===== config.mk =====
export PLATFORM = sky130hd
export DESIGN_NAME = rst_seq_ctrl_flat
export DESIGN_NICKNAME = d
export VERILOG_FILES = /design/src/rtl/rst_seq_pkg.sv /design/src/rtl/rst_seq_ctrl_if.sv /design/src/rtl/rst_seq_timer.sv /design/src/rtl/rst_seq_ctrl.sv /design/src/flat_wrapper.sv
export SDC_FILE = /design/constraint.sdc
export NUM_CORES = 1
export LEC_CHECK = 0
export CAP_MARGIN = 20
export CORE_ASPECT_RATIO = 1.2
export CORE_MARGIN = 5
export CORE_UTILIZATION = 56
export DETAILED_ROUTE_END_ITERATION = 10
export PLACE_DENSITY = 0.83
export SLEW_MARGIN = 20
export SYNTH_ARGS = -nofsm -noshare
export SYNTH_HDL_FRONTEND = slang
export SYNTH_SLANG_ARGS = --single-unit

===== constraint.sdc =====
create_clock -name clk -period 2.5 [get_ports clk]
set_input_delay 0.5 -clock clk [delete_from_list [all_inputs] [get_ports clk]]
set_output_delay 0.5 -clock clk [all_outputs]
set_load 0.02 [all_outputs]

===== src/rtl/rst_seq_pkg.sv =====
// Shared types and sizing helpers for the reset sequencer.
package rst_seq_pkg;

  typedef enum logic [2:0] {
    HOLD,
    RELEASE,
    WAIT_ACK,
    DELAY,
    DONE,
    FAULT
  } seq_state_e;

  // The counter only ever holds a loaded value minus one, so clog2 of the largest count suffices.
  function automatic int cnt_width(input int a, input int b, input int c);
    int m;
    m = a;
    if (b > m) m = b;
    if (c > m) m = c;
    return (m > 1) ? $clog2(m) : 1;
  endfunction

  function automatic int idx_width(input int n);
    return (n > 1) ? $clog2(n) : 1;
  endfunction

endpackage


===== src/rtl/rst_seq_ctrl_if.sv =====
// Sequencer-to-domain bundle: warm-reset request, per-stage acks in; stage resets and status out.
interface rst_seq_ctrl_if
  import rst_seq_pkg::*;
#(
  parameter int NUM_STAGES = 4
);
  localparam int KW = idx_width(NUM_STAGES);

  logic                  sw_reset_req;
  logic [NUM_STAGES-1:0] stage_ack;
  logic [NUM_STAGES-1:0] stage_rst_n;
  logic                  seq_done;
  logic                  seq_fault;
  logic [KW-1:0]         fault_stage;

  modport master (
    input  sw_reset_req, stage_ack,
    output stage_rst_n, seq_done, seq_fault, fault_stage
  );

  modport slave (
    output sw_reset_req, stage_ack,
    input  stage_rst_n, seq_done, seq_fault, fault_stage
  );
endinterface


===== src/rtl/rst_seq_timer.sv =====
// Loadable down-counter shared by the hold, settle and ack-watchdog phases.
// Latency: load/decrement take effect on the next edge; zero is a decode of the register.
// Backpressure: none; the controller always loads before it decrements.
module rst_seq_timer #(
  parameter int             W       = 4,
  parameter logic [W-1:0]   RST_VAL = '0
) (
  input  logic         clk,
  input  logic         reset_n,
  input  logic         load,
  input  logic [W-1:0] load_val,
  input  logic         dec,
  output logic         zero
);

  logic [W-1:0] cnt;

  always_ff @(posedge clk or negedge reset_n) begin
    if (!reset_n) begin
      cnt <= RST_VAL;
    end else if (load) begin
      cnt <= load_val;
    end else if (dec) begin
      cnt <= cnt - 1'b1;
    end
  end

  assign zero = (cnt == '0);

endmodule


===== src/rtl/rst_seq_ctrl.sv =====
// Releases NUM_STAGES reset domains in order, each waiting for its ack; RST_SEQ_TIMEOUT_EN adds the ack watchdog/FAULT.
// Latency: stage k+1 releases STAGE_DLY+1 edges after ack k is sampled; all outputs registered.
// Backpressure: stage_ack is a level handshake; sw_reset_req outranks any same-cycle ack or timeout.
module rst_seq_ctrl
  import rst_seq_pkg::*;
#(
  parameter int NUM_STAGES  = 4,
  parameter int HOLD_CYC    = 8,
  parameter int STAGE_DLY   = 4,
  parameter int ACK_TIMEOUT = 32
) (
  input  logic            clk,
  input  logic            reset_n,
  rst_seq_ctrl_if.master  bus
);

  localparam int CW = cnt_width(HOLD_CYC, STAGE_DLY, ACK_TIMEOUT);
  localparam int KW = idx_width(NUM_STAGES);

  localparam logic [CW-1:0] HOLD_LD = CW'(HOLD_CYC - 1);
  localparam logic [CW-1:0] DLY_LD  = CW'(STAGE_DLY - 1);
`ifdef RST_SEQ_TIMEOUT_EN
  localparam logic [CW-1:0] ACK_LD  = CW'(ACK_TIMEOUT - 1);
`endif
  localparam logic [KW-1:0] LAST_K  = KW'(NUM_STAGES - 1);

  seq_state_e            state, state_nxt;
  logic [KW-1:0]         k;
  logic                  t_load, t_dec, t_zero;
  logic [CW-1:0]         t_val;
  logic                  sw_hit, ack_k, last_k, fault_hit;
  logic [NUM_STAGES-1:0] rst_q;
  logic                  done_q;

  // A warm request while already holding would restart the hold count, so HOLD ignores it.
  assign sw_hit = bus.sw_reset_req && (state != HOLD);
  assign ack_k  = bus.stage_ack[k];
  assign last_k = (k == LAST_K);

  rst_seq_timer #(
    .W       (CW),
    .RST_VAL (HOLD_LD)
  ) u_timer (
    .clk      (clk),
    .reset_n  (reset_n),
    .load     (t_load),
    .load_val (t_val),
    .dec      (t_dec),
    .zero     (t_zero)
  );

  always_comb begin
    state_nxt = state;
    t_load    = 1'b0;
    t_val     = HOLD_LD;
    t_dec     = 1'b0;
    if (sw_hit) begin
      state_nxt = HOLD;
      t_load    = 1'b1;
      t_val     = HOLD_LD;
    end else begin
      case (state)
        HOLD: begin
          if (t_zero) state_nxt = RELEASE;
          else        t_dec     = 1'b1;
        end
        RELEASE: begin
          state_nxt = WAIT_ACK;
`ifdef RST_SEQ_TIMEOUT_EN
          t_load    = 1'b1;
          t_val     = ACK_LD;
`endif
        end
        WAIT_ACK: begin
          if (ack_k) begin
            if (last_k) begin
              state_nxt = DONE;
            end else begin
              state_nxt = DELAY;
              t_load    = 1'b1;
              t_val     = DLY_LD;
            end
          end
`ifdef RST_SEQ_TIMEOUT_EN
          else if (t_zero) state_nxt = FAULT;
          else             t_dec     = 1'b1;
`endif
        end
        DELAY: begin
          if (t_zero) state_nxt = RELEASE;
          else        t_dec     = 1'b1;
        end
        default: ;
      endcase
    end
  end

  assign fault_hit = (state == WAIT_ACK) && (state_nxt == FAULT);

  always_ff @(posedge clk or negedge reset_n) begin
    if (!reset_n) begin
      state  <= HOLD;
      k      <= '0;
      rst_q  <= '0;
      done_q <= 1'b0;
    end else begin
      state <= state_nxt;
      if (sw_hit) begin
        k      <= '0;
        rst_q  <= '0;
        done_q <= 1'b0;
      end else if (fault_hit) begin
        rst_q  <= '0;
      end else begin
        case (state)
          RELEASE: rst_q[k] <= 1'b1;
          DELAY:   if (t_zero) k <= k + 1'b1;
          DONE:    done_q <= 1'b1;
          default: ;
        endcase
      end
    end
  end

  assign bus.stage_rst_n = rst_q;
  assign bus.seq_done    = done_q;

`ifdef RST_SEQ_TIMEOUT_EN
  logic          fault_q;
  logic [KW-1:0] fstage_q;

  // fault_stage survives a warm reset so software can read which domain hung.
  always_ff @(posedge clk or negedge reset_n) begin
    if (!reset_n) begin
      fault_q  <= 1'b0;
      fstage_q <= '0;
    end else if (sw_hit) begin
      fault_q  <= 1'b0;
    end else if (fault_hit) begin
      fault_q  <= 1'b1;
      fstage_q <= k;
    end
  end

  assign bus.seq_fault   = fault_q;
  assign bus.fault_stage = fstage_q;
`else
  assign bus.seq_fault   = 1'b0;
  assign bus.fault_stage = '0;
`endif

endmodule


===== src/flat_wrapper.sv =====
// flat-port wrapper written by rule: the top's interface ports become plain ports
module rst_seq_ctrl_flat import rst_seq_pkg::*;
#(
  parameter int NUM_STAGES  = 4,
  parameter int HOLD_CYC    = 8,
  parameter int STAGE_DLY   = 4,
  parameter int ACK_TIMEOUT = 32
)
  (clk, reset_n, bus_sw_reset_req, bus_stage_ack, bus_stage_rst_n, bus_seq_done, bus_seq_fault, bus_fault_stage);
  rst_seq_ctrl_if #(.NUM_STAGES(NUM_STAGES)) bus_i ();
  input  logic clk;
  input  logic reset_n;
  input wire logic [$bits(bus_i.sw_reset_req)-1:0] bus_sw_reset_req;
  input wire logic [$bits(bus_i.stage_ack)-1:0] bus_stage_ack;
  output wire logic [$bits(bus_i.stage_rst_n)-1:0] bus_stage_rst_n;
  output wire logic [$bits(bus_i.seq_done)-1:0] bus_seq_done;
  output wire logic [$bits(bus_i.seq_fault)-1:0] bus_seq_fault;
  output wire logic [$bits(bus_i.fault_stage)-1:0] bus_fault_stage;
  assign bus_i.sw_reset_req = bus_sw_reset_req;
  assign bus_i.stage_ack = bus_stage_ack;
  assign bus_stage_rst_n = bus_i.stage_rst_n;
  assign bus_seq_done = bus_i.seq_done;
  assign bus_seq_fault = bus_i.seq_fault;
  assign bus_fault_stage = bus_i.fault_stage;
  rst_seq_ctrl #(.NUM_STAGES(NUM_STAGES), .HOLD_CYC(HOLD_CYC), .STAGE_DLY(STAGE_DLY), .ACK_TIMEOUT(ACK_TIMEOUT)) u_core (.clk(clk), .reset_n(reset_n), .bus(bus_i));
endmodule

Yosys cells after proc, flatten, opt, wreduce, memory -nomap -nowiden
Cells that the tools add are included.
- register bits: 15
- bits of input ports: 7
- output and inout bits: 8
- word-level logic and storage cells: 63
- add/sub/neg operators: 2
- $lt $le $gt $ge: 2
- equality and inequality tests: 7
- multiplexer cells: 32
- bitwise gates (word level): 1
- reductions and logical operators: 14
- operators with widths (operator ; number):
    $mux W5 ; 5
    $mux W3 ; 5
    $mux W1 ; 12
    $mux W4 ; 3
    $pmux W3 S3 ; 1
    $mux W2 ; 4
    $reduce_bool A2 Y1 ; 4
    $eq A3 B2 Y1 const B ; 2
    $eq A3 B3 Y1 const B ; 2
    $reduce_bool A3 Y1 ; 2
    $logic_not A5 Y1 ; 1
    $sub A5 B1 Y5 const B ; 1
    $or A4 B4 Y4 ; 1
    $eq A3 B1 Y1 const B ; 1
    $logic_and A1 B1 Y1 ; 3
    $logic_not A3 Y1 ; 1
    $lt A2 B3 Y1 const B ; 1
    $reduce_and A3 Y1 ; 1
    $add A2 B1 Y2 const B ; 1
    $bmux W1 S2 ; 1
    $demux W1 S2 ; 1
    $eq A2 B2 Y1 const B ; 1
    $ge A2 B1 Y1 const B ; 1
    $ne A2 B1 Y1 const B ; 1
    2 further kinds ; 2

Longest topological paths before layout
- depth after elaboration: 9
- mapped depth: 6

Hierarchy
From an unflattened synthesis, not the netlist that was laid out.
- cells, all modules: 100
- area total of the unflattened synthesis: 1022.2 um2
- by module, submodules not included (module ; times used ; cells each ; area each (um2)):
    rst_seq_ctrl ; 1 ; 72 ; 730.7
    rst_seq_timer ; 1 ; 28 ; 291.5

Worst setup path before layout
No wires, ideal clock.
- kind: reg2reg
- from: register u_core.u_timer.cnt[0]
- to: register u_core.u_timer.cnt[0]
- setup time: 0.082 ns
- arrival time: 1.481 ns
- data required time: 2.418 ns
- path slack: 0.938 ns
- cell stages (with the launch flop): 7
- buffers on the path: 0
- period minus slack after synthesis: 1.562 ns
- cell sequence: dfstp_2 -> inv_1 -> ha_1 -> nor4b_4 -> or3_1 -> xnor2_1 -> nand2_1
- cells in the longest elaborated chain, start to end: 5
- elaborated cells between the ends (all ways): 8
- classes of those cells: add/sub: 1; mux: 5; reduce/logical: 2
- RTL lines (item ; line ; source):
    start: declaration ; rst_seq_timer.sv:16 ; logic [W-1:0] cnt;
    start signal: assignment ; rst_seq_timer.sv:22 ; cnt <= load_val;
    start signal: assignment ; rst_seq_timer.sv:24 ; cnt <= cnt - 1'b1;
    parallel branches: the longest is 5 deep, another holds $sub A5 B1 Y5 ; -- ;
Several ways; the timed one is not identified. The select of a mux whose other input is x is not followed.
A chain may end at the register's enable or synchronous reset.

Worst setup path after layout
- from: register u_core.rst_q[0] (netlist: u_core.bus.stage_rst_n[0])
- to: output port bus_stage_rst_n[0]
- RTL lines (item ; line ; source):
    start: declaration ; rst_seq_ctrl.sv:32 ; logic [NUM_STAGES-1:0] rst_q;
    start signal: assignment ; rst_seq_ctrl.sv:104 ; rst_q <= '0;
    start signal: assignment ; rst_seq_ctrl.sv:110 ; rst_q <= '0;
    start signal: assignment ; rst_seq_ctrl.sv:113 ; rst_q <= '0;
    end: declaration ; flat_wrapper.sv:15 ; output wire logic [$bits(bus_i.stage_rst_n)-1:0] bus_stage_rst_n;
No word-level cell between the ends.

==> impl_summary.log <==
INFO  metric detailroute.via_count = 749
INFO  metric io_pins = 15
INFO  metric timing_worst_setup_path_type = flop to primary output
INFO  metric reg2reg_depth = 5
INFO  metric detailedRoute.firstPassIterationCount = 4
INFO  metric critical_path_endpoint_category = primary output
INFO  metric worst_setup_path_endpoint = bus_stage_rst_n[0]
INFO  metric cts-root-buf = clkbuf_4
INFO  metric min_path_cells = 2
INFO  metric path_buf_inv = 1
INFO  metric grt_start_max_net_pins = 16
INFO  metric worst-endpoint-required = 2.00 ns
INFO  metric wire_length_of_the_first_global_routing_pass = 3450 um
INFO  metric vdd_drop_max = 0.632 mV
INFO  metric r2r_setup_slack = 0.76 ns
INFO  metric min_from = u_core.bus.stage_rst_n[0]
INFO  metric cts_post_setup_buffers_inserted = 0
INFO  metric gp_congestion = 0.761
INFO  metric final.hold.worst_slack = 0.528 ns
INFO  metric critPathTopFamily = buffers and inverters
INFO  metric antennaDiodeCount = 0
INFO  metric cts_hold_buffers = 0
INFO  metric timing.max_slew.rel_slack = 52.2%
INFO  metric grt_setup_unrepaired = false
INFO  metric fin_util = 66.5%
INFO  metric share_of_cells_above_drive_strength_1 = 11.9%
INFO  metric library_cell_occupying_the_most_area_in_the_post_synthesis_netlist = dfrtp_1
INFO  metric final.period_utilization = 71.2%
INFO  metric worstSetupPathDepth = 1
INFO  metric slowest_stage = clkdlybuf4s50_1
INFO  metric max_stage_delay = 0.62 ns
INFO  metric setup-tns-final = 0 ns
INFO  metric max_clock_freq = 562 MHz
INFO  metric final_cells = 127
INFO  metric clock-sinks = 15
INFO  metric ctsLongestPathBuffers = 2
INFO  metric yosys.area.top_type_share = 31.1%
INFO  metric final_area = 1090 um2
INFO  metric setup.worst_path.start = u_core.bus.stage_rst_n[0]
INFO  metric post_synth_instance_area = 966 um2
INFO  metric layout.cells.most_common = dfrtp_1
INFO  metric cts_inserted_buffers = 3
INFO  metric detailedRoute.firstIterationViolations = 23
INFO  metric tightest_slew = 0.715 ns
INFO  metric leftover_overflow_at_the_end_of_global_routing = 0
INFO  metric dp.final_hpwl = 1450 um
INFO  metric num-fill-cells = 140
INFO  metric globalRouteTotalUtil = 17.6%
INFO  metric crit_arrival = 1.28 ns
INFO  metric biggest_fanout_along_the_worst_timing_path = 3
INFO  metric final_period_minus_worst_setup_slack = 1.78 ns
INFO  metric die_x = 47.9 um
INFO  metric ant_nets = 0
INFO  metric synth_warnings = 0
INFO  metric drt-vias-per-instance = 5.90
INFO  metric ctsHtreeMaxLevel = 1
INFO  metric fin_skew = 0.00252 ns
INFO  metric start_util = 58.8%
INFO  metric first_global_vias = 761
INFO  metric synth_seq_cells = 15
INFO  metric drv_slew = 0
INFO  metric die-area = 2660 um2
INFO  metric clkTransAtPathRegs = 0.09 ns
INFO  metric final_routed_wire_length_divided_by_cell_count = 15.2 um
INFO  metric cts_tree = done
INFO  metric power.static_leakage = 0.491 nW
INFO  metric placeableCoreArea = 1640 um2
INFO  metric drc = 0
INFO  metric post_synthesis_instance_total = 99
INFO  metric timing.rr.start = u_core.u_timer.cnt[0]
INFO  metric final_hold_viol_count = 0
INFO  metric grt_antenna_before_repair = 0
INFO  metric worst_min_path_class = flop to flop
INFO  metric pwr_density_cell = 1230 nW/um2
INFO  metric max-cap-violations = 0
INFO  metric portBuffers = 11
INFO  metric most-common-layout-cells = dfrtp_1, clkdlybuf4s50_1, nand2_1
INFO  metric critPathLaunchType = flop
INFO  metric nets = 123
INFO  metric die_y = 55.5 um
INFO  metric synth_top_cells_by_area = dfrtp_1, dfstp_2, ha_1
INFO  metric finalSetupViolations = 0
INFO  metric synth_seq_area_share = 39.2%
INFO  metric std_cell_rows = 16
INFO  metric dp.cells = 123
INFO  metric placement.cell_area = 1060 um2
INFO  metric worst_r2r_endpoint = u_core.k[1]
INFO  metric cts_resized = 0
INFO  metric clk-insertion-delay-late = 0.28 ns
INFO  metric synthesis.area_per_instance = 9.76 um2
INFO  metric path_cells = clkdlybuf4s50_1
INFO  metric post_route_wl = 1930 um
INFO  metric synthDistinctLibCells = 35
INFO  metric run_status = completed
INFO  metric area.growth.synth_to_final = 13.1%
-- worst reg2reg max path, delay by kind of cell (launching register included) --
| family | cells | cell delay, ns |
|---|---|---|
| AOI/OAI and AO/OA | 1 | 0.33 |
| adders and majority gates | 1 | 0.16 |
| buffers and inverters | 1 | 0.10 |
| DFF | 1 | 0.38 |
| and+or+nand+nor | 2 | 0.68 |
-- stage by stage --
step	setup WS (ns)	power (mW)
6_report	0.719	1.34
5_1_grt	0.536	1.47
4_1_cts	0.697	1.35
3_5_place_dp	0.535	1.20
3_3_place_gp	0.566	1.17
2_1_floorplan	0.938	1.02
-- cell families (layout without fill, tap and decap cells) --
logic type / count (synthesis) / in the layout / synth area share [%]
simple gates: 32 / 32 / 20.7
compound gates: 23 / 23 / 16.5
flops: 15 / 15 / 39.2
buf+inv: 15 / 23 / 7.38
fa+ha+maj: 6 / 6 / 7.77
xor+xnor: 4 / 4 / 3.63
mux: 3 / 3 / 4.40
other cells: 1 / 3 / 0.388
-- state kept, by name, indices dropped and copies added (netlist names) --
register	cells
u_core.state	3
u_core.bus.seq_done	1
u_core.bus.stage_rst_n	4
u_core.u_timer.cnt	5
u_core.k	2
-- power by group --
group / leakage, nW / internal [mW] / switching (mW)
Sequential: 0.175 / 0.362 / 0.130
Combinational: 0.298 / 0.347 / 0.362
Clock: 0.0177 / 0.0595 / 0.0791
Total: 0.491 / 0.768 / 0.571
-- layer usage --
metal	vias to the layer above	global-route usage [%]	wire length (um)	part of all wire, %
met4	0	5.77	19	0.98
met2	15	28.2	1060	55
met5	-	0	0	0
met3	2	2.27	91	4.7
li1	362	-	-	-
met1	370	23.5	761	39
-- worst min path at each step --
| stage | slack (ns) | to |
|---|---|---|
| after global routing | 0.58 | u_core.u_timer.cnt[1] |
| after global placement | 0.49 | u_core.bus.stage_rst_n[1] |
| final | 0.53 | u_core.bus.stage_rst_n[0] |
| after CTS | 0.53 | u_core.bus.stage_rst_n[0] |
| after detailed placement | 0.50 | u_core.bus.stage_rst_n[0] |
| after floorplan | 0.20 | u_core.bus.seq_done |
-- synthesized netlist by cell type --
cell      number
ha_1           6
xor2_1         1
clkbuf_1       1
o22ai_1        1
nor4_1         2
or3_1          3
o21a_1         2
nor3_1         1
o211ai_1       1
xnor2_1        3
nand3b_1       1
a221oi_1       1
buf_4          3
o32ai_1        1
a221oi_2       1
nor2b_1        2
o21ai_0        6
conb_1         1
a21oi_1        6
o221ai_2       1
nand3_1        1
inv_1          8
mux4_2         1
dfrtp_1       12
o31a_2         1
o21ai_1        1
buf_2          3
nor4b_4        2
dfstp_2        3
nor2_1         7
nor3b_1        3
mux2i_1        2
or3b_1         1
nand2_1        9
o31ai_1        1
-- final cells by class --
class	count	area (um2)	area share, %
multi-input combinational	71	523	47.9
clock buffer	3	22.5	2.06
timing repair buffer	11	110	10.1
inverter	8	30.0	2.75
clock inverter	1	5.00	0.458
sequential	15	379	34.7
tap	18	22.5	2.06
Power figures use the tool's default switching activity.
